==> src/rtl/pwm_pkg.sv <==
// Shared definitions for the pulse_width_modulator block.
//   PWM_BITS_DEFAULT : default counter / compare / width size
//   pwm_dir_t        : counting direction of the PWM counter
package pwm_pkg;

    localparam int unsigned PWM_BITS_DEFAULT = 11;

    typedef enum logic {
        PWM_DIR_UP   = 1'b0,
        PWM_DIR_DOWN = 1'b1
    } pwm_dir_t;

endpackage : pwm_pkg

==> src/rtl/pwm_counter.sv <==
// Period counter for the PWM generator: edge-aligned wrap or center-aligned
// up/down turnaround, plus the sample-slot strobe.
// Build option: define PWM_DUAL_SLOPE_EN to compile in dual/double-slope
// counting; otherwise the mode inputs are ignored and there is no dir register.
// Ports:
//   clk, rst_n       : clock, asynchronous active-low reset
//   dual_slope_en    : 1 = up/down counting
//   double_slope_en  : dual mode only, also strobe at the top turnaround
//   compare_max      : top count M
//   cnt              : current count
//   dir              : current direction (always UP in single-slope builds)
//   pulse_done       : combinational, last cycle of the current (half-)period
module pwm_counter
    import pwm_pkg::*;
#(
    parameter int unsigned BITS = PWM_BITS_DEFAULT
) (
    input  logic            clk,
    input  logic            rst_n,
    input  logic            dual_slope_en,
    input  logic            double_slope_en,
    input  logic [BITS-1:0] compare_max,
    output logic [BITS-1:0] cnt,
    output pwm_dir_t        dir,
    output logic            pulse_done
);

    logic [BITS-1:0] cnt_q;
    logic [BITS-1:0] cnt_d;
    pwm_dir_t        dir_q;
    pwm_dir_t        dir_d;
    logic            top_c;
    logic            done_c;

    // Count register.
    always_ff @(posedge clk or negedge rst_n) begin
        if (!rst_n) begin
            cnt_q <= '0;
        end else begin
            cnt_q <= cnt_d;
        end
    end

`ifdef PWM_DUAL_SLOPE_EN
    // Direction register.
    always_ff @(posedge clk or negedge rst_n) begin
        if (!rst_n) begin
            dir_q <= PWM_DIR_UP;
        end else begin
            dir_q <= dir_d;
        end
    end
`else
    // Single-slope only: direction is constant and the mode inputs are unused.
    logic unused_mode;
    assign dir_q       = PWM_DIR_UP;
    assign unused_mode = dual_slope_en ^ double_slope_en;
`endif

    // Next count / direction and the sample strobe.
    // '>=' makes a compare_max lowered below cnt behave as top reached.
    always_comb begin
        cnt_d  = cnt_q;
        dir_d  = PWM_DIR_UP;
        done_c = 1'b0;
        top_c  = (cnt_q >= compare_max);
`ifdef PWM_DUAL_SLOPE_EN
        if (dual_slope_en) begin
            dir_d = dir_q;
            if (dir_q == PWM_DIR_UP) begin
                if (top_c) begin
                    // Hold at the top for a second cycle, then count down.
                    dir_d  = PWM_DIR_DOWN;
                    done_c = double_slope_en;
                end else begin
                    cnt_d = cnt_q + BITS'(1);
                end
            end else begin
                if (cnt_q == '0) begin
                    // Hold at zero for a second cycle, then count up.
                    dir_d  = PWM_DIR_UP;
                    done_c = 1'b1;
                end else begin
                    cnt_d = cnt_q - BITS'(1);
                end
            end
        end else
`endif
        begin
            done_c = top_c;
            cnt_d  = top_c ? '0 : cnt_q + BITS'(1);
        end
    end

    assign cnt        = cnt_q;
    assign dir        = dir_q;
    assign pulse_done = done_c & rst_n;

endmodule : pwm_counter

==> src/rtl/pulse_width_modulator.sv <==
// Counter-based PWM generator for the noise-shaping DAC output stage.
// Build option: define PWM_DUAL_SLOPE_EN for dual/double-slope support.
// Ports:
//   clk, rst_n       : clock, asynchronous active-low reset
//   dual_slope_en    : 1 = center-aligned (up/down) counting
//   double_slope_en  : dual mode only, also sample at the top turnaround
//   compare_max      : top count M, sampled every cycle
//   pulse_width      : requested high time W, captured when pulse_done = 1
//   pulse_done       : last cycle of the current (half-)period
//   pwm_out          : modulated output, cnt < captured width
module pulse_width_modulator
    import pwm_pkg::*;
#(
    parameter int unsigned BITS = PWM_BITS_DEFAULT
) (
    input  logic            clk,
    input  logic            rst_n,
    input  logic            dual_slope_en,
    input  logic            double_slope_en,
    input  logic [BITS-1:0] compare_max,
    input  logic [BITS-1:0] pulse_width,
    output logic            pulse_done,
    output logic            pwm_out
);

    logic [BITS-1:0] cnt;
    logic [BITS-1:0] w_q;
    pwm_dir_t        unused_dir;

    pwm_counter #(
        .BITS (BITS)
    ) u_counter (
        .clk             (clk),
        .rst_n           (rst_n),
        .dual_slope_en   (dual_slope_en),
        .double_slope_en (double_slope_en),
        .compare_max     (compare_max),
        .cnt             (cnt),
        .dir             (unused_dir),
        .pulse_done      (pulse_done)
    );

    // Width register: new width applies from the first cycle of the next slot.
    always_ff @(posedge clk or negedge rst_n) begin
        if (!rst_n) begin
            w_q <= '0;
        end else if (pulse_done) begin
            w_q <= pulse_width;
        end
    end

    // Compare decoded from registers only.
    assign pwm_out = (cnt < w_q);

endmodule : pulse_width_modulator

==> config.mk <==
export PLATFORM = sky130hd
export DESIGN_NAME = pulse_width_modulator
export DESIGN_NICKNAME = d
export VERILOG_FILES = /design/src/rtl/pwm_pkg.sv /design/src/rtl/pwm_counter.sv /design/src/rtl/pulse_width_modulator.sv
export SDC_FILE = /design/constraint.sdc
export NUM_CORES = 1
export LEC_CHECK = 0
export ABC_AREA = 1
export CAP_MARGIN = 20
export CORE_MARGIN = 8
export CORE_UTILIZATION = 47
export CTS_CLUSTER_SIZE = 25
export DETAILED_ROUTE_END_ITERATION = 6
export PLACE_DENSITY = 0.75
export SETUP_SLACK_MARGIN = 0.1
export SLEW_MARGIN = 40
export SYNTH_ARGS = -nofsm -noshare
export SYNTH_HDL_FRONTEND = slang
export SYNTH_HIERARCHICAL = 1
export SYNTH_SLANG_ARGS = --single-unit
export TNS_END_PERCENT = 10
==> constraint.sdc <==
create_clock -name clk -period 1.7 [get_ports clk]
set_input_delay 0.34 -clock clk [delete_from_list [all_inputs] [get_ports clk]]
set_output_delay 0.34 -clock clk [all_outputs]
set_load 0.02 [all_outputs]
---- Word-level counts from Yosys, hierarchy flattened ----
Index checks and enable logic that the tools add are counted.
cells by class
  $add $sub $neg .......................... 1
  $lt $le $gt $ge ......................... 2
  bitwise gates (word level) .............. 1
  muxes and demuxes ....................... 1
operator list
  cell                     count
  $add A11 B1 Y11 const B  1
  $ge A11 B11 Y1           1
  $lt A11 B11 Y1           1
  $mux W11                 1
  $and A1 B1 Y1            1
word-level totals
  bits of input ports ..................... 26
  logic and storage cells ................. 7
  output and inout port bits .............. 2
  register bits ........................... 22

---- Logic depth before layout (Yosys ltp) ----
Gate-level depths: netlist of the first run.
  depth after elaboration ................. 2
  mapped depth ............................ 13
  depth with buffers taken out ............ 12

---- Cells and area by module ----
The synthesis of the first run kept the hierarchy.
modules (own cells, without submodules)
  module                 times used  sequential area each (µm²)  area an instance (µm²)  cells each
  pwm_counter            1           275.3                       895.9                   125
  pulse_width_modulator  1           275.3                       670.6                   83

---- Worst setup path before layout of the first run ----
Ideal clock, no wire load.
  path type ............................... reg-to-reg
  start ................................... register u_counter.cnt_q[6], in the netlist u_counter/cnt[6]
  end ..................................... register w_q[0]
  data arrival time ....................... 1908 ps
  clock period less this slack ............ 2033 ps
  cell stages (with the launch flop) ...... 10
  required time ........................... 1575 ps
  buffers on the path ..................... 0
  path slack .............................. -333 ps
  setup time .............................. 125 ps
  cell sequence ........................... dfrtp_1 -> ha_1 -> nand2_1 -> nor2_2 -> and2_1 -> nand2_1 -> nand2_1 -> nor2_1 -> nor2_1 -> mux2_2
on the way
  longest elaborated chain between the ends .. 2
ends and longest elaborated chain
  what                      RTL line                     RTL
  start: declaration        pwm_counter.sv:28            logic [BITS-1:0] cnt_q;
  start signal: assignment  pwm_counter.sv:40            cnt_q <= cnt_d;
  $ge A11 B11 Y1            pwm_counter.sv:66            top_c = (cnt_q >= compare_max);
  $and A1 B1 Y1             pwm_counter.sv:97            assign pulse_done = done_c & rst_n;
  named net pulse_done      pulse_width_modulator.sv:22  output logic pulse_done,
  end signal: assignment    pulse_width_modulator.sv:48  w_q <= pulse_width;
  end: declaration          pulse_width_modulator.sv:27  logic [BITS-1:0] w_q;
The timed path passes the listed nets, and every way through them passes these cells.
A chain may end at the register's enable or synchronous reset.

---- Worst setup path in the final report of the first run ----
  start ................................... register u_counter.cnt_q[5], in the netlist u_counter/cnt[5]
  end ..................................... output port pulse_done
on the way
  longest elaborated chain between the ends .. 2
ends and longest elaborated chain
  what              RTL line
  $ge A11 B11 Y1    pwm_counter.sv:66
  $and A1 B1 Y1     pwm_counter.sv:97
  end: declaration  pulse_width_modulator.sv:22
Every way passes these cells.

==> metrics.txt, run 1 <==
die height 73.53 um; DIE AREA roughly 5400 um2; PnR Total Power 2.791 mW; PortBufs 25; FF-to-FF setup slack -0.33 ns; CTS tree built; clock skew 0.004803 ns; minimum clock period 2.130 ns; Hold/Removal Path Class primary input to asynchronous set/reset pin; max_slew headroom 81.62%; required time worst endpoint 1.36 ns; register area 550.5 um2; Tightest Pin Transition 0.2736 ns; Pins Over Slew Limit 0; Routed Antenna Nets 0; cts bufs inserted 3; placed cell areas ~2000 um2; Power Density around 1200 nW/um2; largest fanout on the critical path 3; setup violators final 24; Finished Cell Area 2376 um2; vias in the first global route roughly 1500; via count 1454; RSZ-0062 raised after global routing true; first-pass GRT wire length between 6 and 7 mm; TritonRoute pass-1 iters 4; end of the worst register-to-register path w_q[0]$_DFFE_PN0P_; # rows 21; failing checks setup timing; CTS H-tree lvls 1; Synth warnings 6; max-cap viol count 0; starting density of the core 47.73%; Avg Cell Area, Syn 7.550 um2; drt via density between 4 and 5; CP endpoint kind output port; CTS max path bufs 2; final worst-path cycle share 125.3%; pin count of the biggest net entering global routing 23; CORE AREA approximately 3300 um2; final net count approximately 300; hold buffer count at cts 0; total wire length 3.878 mm; Hold Vio Cnt, Final 0; clk slew on worst S/H paths between 0.1 and 0.15 ns; layout cells sized above 1 approximately 29%; # clock sinks 22; P&R area growth vs syn 52.78%; grt ovf 0; Final HPWL DP 2.476 mm; Root Buffer Master clkbuf_4; Max rail drop VDD 844.3 uV; Syn Nets 254; initial antenna violation count 0; DRC 0; Fillers between 200 and 300; critical path class flop to output port; Ant. Diodes 0; Clock Latency Late Sink 0.31 ns; leakage between 1 and 1.5 nW; Setup crit start kind flop; commonest non-fill, non-tap cell in the layout nand2_1; average wire per standard cell between 10 and 15 um; GRT Overall Usage around 16%; status complete, but fails checks; TNS Setup -5.332 ns; Max Fclk 0.4694 GHz; Mapped Cells roughly 210; crit path DAT 1.79 ns; most frequent cells in the layout 48 x nand2_1, 34 x inv_1, 22 x dfrtp_1; worst r2r src u_counter/cnt[5]$_DFF_PN0_; I/O pin cnt 28; DRT iter0 DRCs 56; synthesized area 1555 um2; routability cong. 0.8141; footprint of the multi-input gates 1094 um2; Reg2Reg Depth 11; die width 73.53 um; Worst Setup Slack, final -0.4303 ns
## registers in the layout, summed over array words and instances, names as in the netlist
signal and count:
u_counter/cnt 11, w_q 11
## what timing repair did
item | 4_1_cts | 5_1_grt
setup buffers | 10 | 0
gates resized for setup | 75 | 7
pin swaps | 29 | 10
endpoints found under the setup margin | 24 | 24
endpoints found under the hold margin | 0 | 0
## worst max-delay path by stage
| stage | from | endpoint | slack (ns) | cells after the start |
|---|---|---|---|---|
| 6_report | u_counter/cnt[5]$_DFF_PN0_ | pulse_done | -0.43 | 9 |
| 5_1_grt | u_counter/cnt[6]$_DFF_PN0_ | pulse_done | -0.54 | 9 |
| 4_1_cts | u_counter/cnt[5]$_DFF_PN0_ | pulse_done | -0.42 | 9 |
| 3_5_place_dp | compare_max[4] | pulse_done | -1.02 | 11 |
| 3_3_place_gp | compare_max[4] | pulse_done | -1.02 | 11 |
| 2_1_floorplan | u_counter/cnt[4]$_DFF_PN0_ | w_q[0]$_DFFE_PN0P_ | -0.11 | 9 |
## worst max-delay path: stages, from the launching register on
cell     delay (ns)
dfrtp_1        0.45
ha_4           0.29
nand2_4        0.05
nor2_4         0.12
and2_1         0.13
nand2_1        0.07
nand2_1        0.08
nor2_2         0.05
nor2_4         0.10
buf_6          0.13
## area by class of cell
type,instances,share of cell area (%)
Multi-Input combinational cell,141,46.02
Sequential cell,22,23.17
Inverter,40,6.319
Tap cell,46,2.422
Clock buffer,4,1.527
Timing Repair Buffer,51,20.54
## metal layers
| layer | vias to the layer above | share of wire (%) | global-route usage (%) |
|---|---|---|---|
| met1 | 673 | 40 | 17.40 |
| met5 | - | 0 | 0 |
| met4 | 0 | 1.7 | 4.213 |
| met2 | 31 | 53 | 28.74 |
| met3 | 12 | 5.6 | 4.638 |
| li1 | 738 | - | - |
## where the power goes
group	leakage [nW]	total (mW)	internal, mW	switching, mW
combinational	0.876	1.66	0.822	0.836
sequential	0.266	0.845	0.732	0.113
clock	0.0210	0.288	0.131	0.157
## per-stage QoR
step	cells	utilization, %	hold slack, ns	setup WS (ns)
6_report	304	72.93	0.4388	-0.4303
5_1_grt	304	72.93	0.4534	-0.5384
3_5_place_dp	290	60.56	0.5013	-1.020
4_1_cts	304	72.35	0.4424	-0.4238
3_3_place_gp	290	60.56	0.4967	-1.020
2_1_floorplan	206	-	0.04441	-0.1119
(Power assumes the default switching activity.)
==> run 2, diff against run 1 <==
--- a/config.mk
+++ b/config.mk
@@ -12,6 +12,7 @@
 export CTS_CLUSTER_SIZE = 25
 export DETAILED_ROUTE_END_ITERATION = 6
 export PLACE_DENSITY = 0.75
+export RECOVER_POWER = 50
 export SETUP_SLACK_MARGIN = 0.1
 export SLEW_MARGIN = 40
 export SYNTH_ARGS = -nofsm -noshare
==> constraint.sdc (replaced) <==
create_clock -name clk -period 1.7 [get_ports clk]
set_input_delay 0.34 -clock clk [delete_from_list [all_inputs] [get_ports clk]]
set_output_delay 0.34 -clock clk [all_outputs]
set_load 0.005 [all_outputs]
==> metrics.txt, run 2 (synthesized netlist as in run 1, its figures left out) <==
minimum clock period 2.146 ns (was 2.130 ns); total wire length 4.115 mm (was 3.878 mm); Hold Vio Cnt, Final 0 (unchanged); cts bufs inserted 3 (unchanged); max-cap viol count 0 (unchanged); pin count of the biggest net entering global routing 23 (unchanged); CP endpoint kind output port (unchanged); most frequent cells in the layout 45 x nand2_1, 33 x inv_1, 22 x buf_4, 22 x dfrtp_1, 17 x nor2_1 (was 48 x nand2_1, 34 x inv_1, 22 x dfrtp_1); worst path buffer plus inverter count 2 (was 1); Tightest Pin Transition 0.3006 ns (was 0.2736 ns); GRT Overall Usage 15.99% (was 15.88%); CTS max path bufs 2 (unchanged); # rows 21 (unchanged); GRT Max-Usage Layer met2 (unchanged); failing checks setup timing (unchanged); commonest non-fill, non-tap cell in the layout nand2_1 (unchanged); Power Density 1135 nW/um2 (was 1175 nW/um2); via count 1505 (was 1454); DP Worst Slack -0.9343 ns (was -1.020 ns); CTS H-tree lvls 1 (unchanged); clock skew 0.001829 ns (was 0.004803 ns); global routing usage on met1 17.54% (was 17.40%); die width 73.53 um (unchanged); final hold slack 0.4680 ns (was 0.4388 ns); largest fanout on the critical path 3 (unchanged); initial antenna violation count 0 (unchanged); Ant. Diodes 0 (unchanged); DRT iter0 DRCs 93 (was 56); layout cells sized above 1 31.27% (was 28.68%); crit path DAT 1.81 ns (was 1.79 ns); TritonRoute pass-1 iters 4 (unchanged); Max rail drop VDD 777.7 uV (was 844.3 uV); drt via density 4.934 (was 4.783); routability cong. 0.8137 (was 0.8141); clk slew on worst S/H paths 0.11 ns (was 0.12 ns); FF-to-FF setup slack -0.42 ns (was -0.33 ns); Final HPWL DP 2.503 mm (was 2.476 mm); Routed Antenna Nets 0 (unchanged); critical path class flop to output port (unchanged); I/O pin cnt 28 (unchanged); CORE AREA 3258 um2 (unchanged); critical path's top delay family simple AND/OR/NAND/NOR gates (unchanged); PnR Total Power 2.666 mW (was 2.791 mW); DIE AREA 5406 um2 (unchanged); die height 73.53 um (unchanged); Worst Setup Slack, final -0.4456 ns (was -0.4303 ns); P&R area growth vs syn 51.01% (was 52.78%); largest stage delay on the critical path 0.40 ns (was 0.45 ns); grt ovf 0 (unchanged); CP max-delay cell dfrtp_1 (unchanged); max_slew headroom 79.85% (was 81.62%); status complete, but fails checks (unchanged); # clock sinks 22 (unchanged); Hold/Removal Path Class primary input to asynchronous set/reset pin (unchanged); met3 Usage GRT 3.001% (was 4.638%); worst path cell trace buf_6, ha_4, nand2_4, nor2_4, and2_4, nand2_4, nand2_4, nor2_4, nor2_4, buf_2 (was ha_4, nand2_4, nor2_4, and2_1, nand2_1, nand2_1, nor2_2, nor2_4, buf_6); starting density of the core 47.73% (unchanged); DRC 0 (unchanged); required time worst endpoint 1.36 ns (about the same); Clock Latency Late Sink 0.30 ns (was 0.31 ns); Root Buffer Master clkbuf_4 (unchanged); final worst-path cycle share 126.2% (was 125.3%); Pins Over Slew Limit 0 (unchanged); Max Fclk 0.4661 GHz (was 0.4694 GHz); TNS Setup -7.382 ns (was -5.332 ns); Fillers 249 (was 265); Setup crit start kind flop (unchanged); first-pass GRT wire length 6.858 mm (was 6.720 mm); hold buffer count at cts 0 (unchanged); PortBufs 25 (unchanged); leakage 1.159 nW (was 1.164 nW); setup violators final 24 (unchanged); Final Util 72.08% (was 72.93%); final net count 309 (was 307); routing usage on met2 29.63% (was 28.74%); RSZ-0062 raised after global routing true (unchanged); CTS tree built (unchanged); vias in the first global route 1597 (was 1509); average wire per standard cell 13.49 um (was 12.76 um)
[run 2: timing repair]
action                                  4_1_cts  5_1_grt
endpoints found under the setup margin       24       24
resized for setup                            52       18
pin swaps                                    29        9
hold endpoints to repair                      0        0
setup buffers                                10        1
[run 2: layout make-up]
cell class              count  area (um2)  area share, %
inverters                  40       150.1          6.393
flip-flops and latches     22       550.5          23.44
repair buffers             53       462.9          19.71
multi-input cells         141        1105          47.04
well taps                  46       57.56          2.451
clock buffers               3       22.52         0.9590
[run 2: worst paths after layout]
path                                             startpoint                    endpoint  depth (start not counted)
worst max-delay path            u_counter/cnt[10]$_DFF_PN0_                  pulse_done                         10
worst min-delay path                                  rst_n          w_q[8]$_DFFE_PN0P_                          2
worst max register to register  u_counter/cnt[10]$_DFF_PN0_  u_counter/cnt[6]$_DFF_PN0_                         13
worst min register to register           w_q[0]$_DFFE_PN0P_          w_q[0]$_DFFE_PN0P_                          1
max in group asynchronous                             rst_n          w_q[0]$_DFFE_PN0P_                          2
min in group clk                         w_q[0]$_DFFE_PN0P_          w_q[0]$_DFFE_PN0P_                          1
[run 2: per-layer routing]
layer	vias up	wire (um)
met5	-	0
met4	0	85
met3	13	140
met2	31	2202
met1	712	1686
li1	749	-
[run 2: per-stage QoR]
stage	cells	area [um2]
final	305	2349
after global routing	305	2349
after CTS	304	2276
after detailed placement	292	1979
after global placement	292	1979
after floorplan	206	1558
[run 2: where the power goes]
| part | internal [mW] | leakage (nW) | total (mW) | switching (mW) |
|---|---|---|---|---|
| clock | 0.0825 | 0.0138 | 0.229 | 0.146 |
| combinational | 0.766 | 0.879 | 1.59 | 0.821 |
| sequential | 0.733 | 0.266 | 0.850 | 0.117 |
